===== src/rtl/fir_transpose_pipeline.sv =====
// Pipelined transposed-form FIR filter, one signed sample in and one out per clock.
// Build option: define FIR_SATURATE_EN to clamp the output; otherwise it wraps.
module fir_transpose_pipeline #(
  parameter int DATA_WIDTH      = 5,
  parameter int TAP_COEFF_WIDTH = 5,
  parameter int NUM_TAPS        = 50,
  parameter int OUT_SHIFT       = TAP_COEFF_WIDTH - 1
) (
  input  logic                              clk,
  input  logic                              rst,
  input  logic signed [DATA_WIDTH-1:0]      in,
  input  logic signed [TAP_COEFF_WIDTH-1:0] tap_coeffs [NUM_TAPS-1:0],
  output logic signed [DATA_WIDTH-1:0]      out
);

  localparam int PW = DATA_WIDTH + TAP_COEFF_WIDTH;
  localparam int AW = PW + $clog2(NUM_TAPS);

  logic signed [DATA_WIDTH-1:0] x_q;
  logic signed [PW-1:0]         prod [NUM_TAPS-1:0];
  logic signed [AW-1:0]         acc  [NUM_TAPS-1:0];
  logic signed [DATA_WIDTH-1:0] out_d;

`ifdef FIR_SATURATE_EN
  localparam logic signed [AW-1:0] SAT_MAX = {{(AW-DATA_WIDTH+1){1'b0}}, {(DATA_WIDTH-1){1'b1}}};
  localparam logic signed [AW-1:0] SAT_MIN = {{(AW-DATA_WIDTH+1){1'b1}}, {(DATA_WIDTH-1){1'b0}}};

  logic signed [AW-1:0] shifted;

  assign shifted = acc[0] >>> OUT_SHIFT;

  always_comb begin
    out_d = shifted[DATA_WIDTH-1:0];
    if (shifted > SAT_MAX) begin
      out_d = SAT_MAX[DATA_WIDTH-1:0];
    end else if (shifted < SAT_MIN) begin
      out_d = SAT_MIN[DATA_WIDTH-1:0];
    end
  end
`else
  assign out_d = DATA_WIDTH'(acc[0] >>> OUT_SHIFT);
`endif

  always_ff @(posedge clk) begin
    if (rst) begin
      x_q <= '0;
      out <= '0;
      for (int unsigned k = 0; k < NUM_TAPS; k++) begin
        prod[k] <= '0;
        acc[k]  <= '0;
      end
    end else begin
      x_q <= in;
      for (int unsigned k = 0; k < NUM_TAPS; k++) begin
        prod[k] <= PW'(x_q) * PW'(tap_coeffs[k]);
      end
      // Transposed chain: each stage adds its product to the partial sum one tap further out.
      for (int unsigned k = 0; k < NUM_TAPS - 1; k++) begin
        acc[k] <= AW'(prod[k]) + acc[k+1];
      end
      acc[NUM_TAPS-1] <= AW'(prod[NUM_TAPS-1]);
      out <= out_d;
    end
  end

endmodule


===== config.mk =====
export PLATFORM = sky130hd
export DESIGN_NAME = fir_transpose_pipeline
export DESIGN_NICKNAME = d
export VERILOG_FILES = /design/src/rtl/fir_transpose_pipeline.sv
export SDC_FILE = /design/constraint.sdc
export NUM_CORES = 2
export LEC_CHECK = 0
export CAP_MARGIN = 5
export CORE_AREA = 2 2 365 367
export CTS_BUF_LIST = sky130_fd_sc_hd__clkbuf_8 sky130_fd_sc_hd__clkbuf_16
export CTS_CLUSTER_DIAMETER = 100
export DETAILED_ROUTE_END_ITERATION = 8
export DIE_AREA = 0 0 367 369
export PLACE_DENSITY = 0.9
export SYNTH_ARGS = -nofsm -noshare
export SYNTH_HDL_FRONTEND = slang
export SYNTH_SLANG_ARGS = --single-unit

===== constraint.sdc =====
create_clock -name clk -period 4.9 [get_ports clk]
set_input_delay 0.98 -clock clk [delete_from_list [all_inputs] [get_ports clk]]
set_output_delay 0.98 -clock clk [all_outputs]
set_load 0.05 [all_outputs]

==> impl_metrics.csv <==
group,metric,value,unit
critical_path,worstSetupStartpointType,"flip-flop",
timing,hold-worst-slack,433,ps
run_status,status,"finished, final reports clean",
logic_synthesis,ys_types,53,
floorplanning,rows,133,
floorplanning,die_y,369,um
critical_path,path_class,"reg -> reg",
critical_path,endpoint_kind,"flip-flop",
routing,vias_per_cell,5.62,
clock_network,path_clk_slew,60,ps
routing,wl_per_cell,17.1,um
global_route,top_usage_layer,"met2",
floorplanning,die_area,135000,um2
global_route,track_usage,0.280,
critical_path,path_cells,"buf_12, and2_1, fa_1, inv_1, fa_1, fa_1, inv_1, ha_1, a211oi_1, o21bai_1, a21oi_1, xnor2_1, nor2_1",
critical_path,cp.required,5430,ps
logic_synthesis,ys_seq_elements,906,
critical_path,crit_fanout,59,
clock_network,insertion_delay,690,ps
clock_network,cts_hold_buf,0,
clock_network,cts_setup_buffers,0,
timing,setup_tns,0,ps
final_layout,fin_nets,11308,
floorplanning,start_util,0.637,
timing,setup_viol,0,
clock_network,numCtsBuffers,97,
global_route,use_met1,0.328,
placement,gp_congestion,0.896,
critical_path,reg2reg_depth,13,
global_route,grt_max_degree,151,
critical_path,cp.arrival,4920,ps
global_route,grt_pass1_wl,314,mm
critical_path,crit_path_max_incr_delay,700,ps
timing,rsz0062_at_grt,"false",
logic_synthesis,syn_nets,11138,
clock_network,post_cts_resize_count,0,
routing,drtIter0Drc,3717,
final_layout,instances_no_fill,11071,
global_route,grt_antenna_before_repair,29,
global_route,grtUsageMet2,0.505,
pwr,p_per_area,351,nW/um2
floorplanning,pin_count,262,
pwr,irDropWorstVdd,0.256,mV
placement,port_buffers,261,
timing,slew_headroom,0.381,
floorplanning,fp.dieW,367,um
floorplanning,coreArea,131000,um2
critical_path,worstSetupEndpoint,"prod[0][428]",
timing,worst_pin_slew,928,ps
logic_synthesis,ys.flop_type,"dfxtp_1",
global_route,overflow,0,
pwr,p_leak,43.6,nW
timing,fin_crit_sh,0.896,
timing,hold_violations,0,
logic_synthesis,seq_area_frac_synth,0.217,
placement,dp_hpwl,145,mm
routing,num_vias,62197,
timing,slew_violations,0,
logic_synthesis,synth_edf_count,0,
hold_path,hold_class,"reg -> reg",
final_layout,drive_gt1_frac,0.0307,
clock_network,clockRootBuffer,"clkbuf_16",
critical_path,reg2reg_to,"prod[0][428]",
routing,ant_nets,0,
critical_path,startpoint,"x_q[4]",
global_route,gr-usage-met3,0.0354,
final_layout,syn_to_final_growth,9.63,%
timing,clock.fmax,0.228,GHz
flow_run,cap_violations,0,
logic_synthesis,yosys_warnings,0,
logic_synthesis,syn_area,83500,um2
clock_network,cts_htree_levels,3,
clock_network,clock_path_buffers,3,
critical_path,r2r_start,"x_q[4]",
logic_synthesis,post_synth.cell_area_avg,9.24,um2
critical_path,r2r_slack,510,ps
routing,dr.pass1.iters,5,
critical_path,cp_common_cell,"fa_1",
routing,wirelength,189,mm
timing,finClkSkew,44.2,ps
timing,post-route-min-period,4390,ps
clock_network,cts_sinks,906,
logic_synthesis,postSynthCellCount,9042,
global_route,grt_pass1_vias,66362,
clock_network,cts_tree,"built",
logic_synthesis,synthArstFlopShare,0,
critical_path,cp_slowest_cell,"dfxtp_4",
routing,drc,0,
placement,place_inst,10868,
-- stage by stage --
stage / worst slack [ps] / power (W) / instance area, um2 / utilization
6_report: 508 / 0.0321 / 91500 / 0.698
2_1_floorplan: 993 / 0.0207 / 83500 / -
5_1_grt: 377 / 0.0344 / 91500 / 0.698
4_1_cts: 582 / 0.0321 / 91500 / 0.698
3_3_place_gp: 197 / 0.0235 / 88200 / 0.672
3_5_place_dp: 106 / 0.0243 / 88200 / 0.672
-- cells by family after synthesis --
| family | synth area share |
|---|---|
| and+or+nand+nor | 0.200 |
| adders and majority gates | 0.347 |
| buffers and inverters | 0.0747 |
| AOI/OAI and AO/OA | 0.0880 |
| DFF | 0.217 |
| xor gates and xnor gates | 0.0604 |
| muxes | 0.0126 |
-- worst min path at each step --
stage | end | depth (start not counted) | slack [ps] | from
global placement | acc[49][0] | 1 | 420 | prod[0][490]
global route | out[4] | 1 | 460 | acc[0][8]
finish | out[0] | 1 | 430 | acc[0][4]
CTS | out[4] | 1 | 430 | acc[0][8]
floorplan | acc[49][0] | 1 | 410 | prod[0][490]
detailed placement | out[4] | 1 | 420 | acc[0][8]
-- cell usage after synthesis (all sizes together) (44+ instances only) --
master  number  share of area
xor2       136          0.014
nor3b      223          0.020
or3         85         0.0064
dfxtp      906           0.22
nor3       199          0.012
buf        102         0.0060
fa         798           0.19
a21o       192          0.017
mux2        54         0.0076
ha        1041           0.16
nand3       86         0.0052
nand2      160         0.0072
o21a        97         0.0087
nor2b      498          0.038
and2       848          0.064
o21bai      56         0.0050
o311ai      50         0.0052
nor2       533          0.024
nand2b     126         0.0094
inv       1354          0.061
xnor3       50          0.013
nor4b       44         0.0046
clkbuf     175         0.0079
a211oi     142          0.013
o21ai      284          0.017
a21oi      339          0.020
xnor2      311          0.033
-- cell type report --
| type | count | area (um2) |
|---|---|---|
| Clock buffer | 116 | 2710 |
| Antenna cell | 28 | 70.1 |
| Clock inverter | 59 | 611 |
| Fill cell | 9070 | 39600 |
| Timing Repair Buffer | 348 | 3580 |
| Multi-Input combinational cell | 6505 | 59100 |
| Sequential cell | 906 | 18200 |
| Tap cell | 1755 | 2200 |
| Inverter | 1354 | 5080 |
-- metal layers --
layer / wire (um) / part of all wire
met1: 75700 / 0.40
met2: 95800 / 0.51
met3: 8190 / 0.043
met4: 9400 / 0.050
met5: 67 / 0.00035
-- cell usage in the layout (no fill, tap or decap), drive strengths merged, types with 85 or more instances in the layout --
cell type      count
nor3             199
xor2             136
buf               88
dfxtp            906
clkbuf           116
inv             1372
o21ai            284
and2             848
o21a              97
nor2             533
a21o             192
clkdlybuf4s50    260
a21oi            339
nand3             86
or3               85
fa               798
a211oi           142
nand2b           126
xnor2            311
nor3b            223
nor2b            498
ha              1041
nand2            160
-- state kept, by name (all words and copies together), names as in the netlist --
signal and count:
acc 446, out 5, prod 450, x_q 5
-- critical path, delay by kind of cell, from the launching register on --
kind	cells	cell delay [ps]
compound gates	3	750
xor+xnor	1	160
fa+ha+maj	4	1790
buf+inv	3	450
flops	1	700
simple gates	2	280
-- power by group --
part,internal (W),switching (W)
Combinational,0.00664,0.00787
Clock,0.00443,0.00315
Sequential,0.00916,0.000876
No activity file was read; power rests on OpenSTA's default activity.
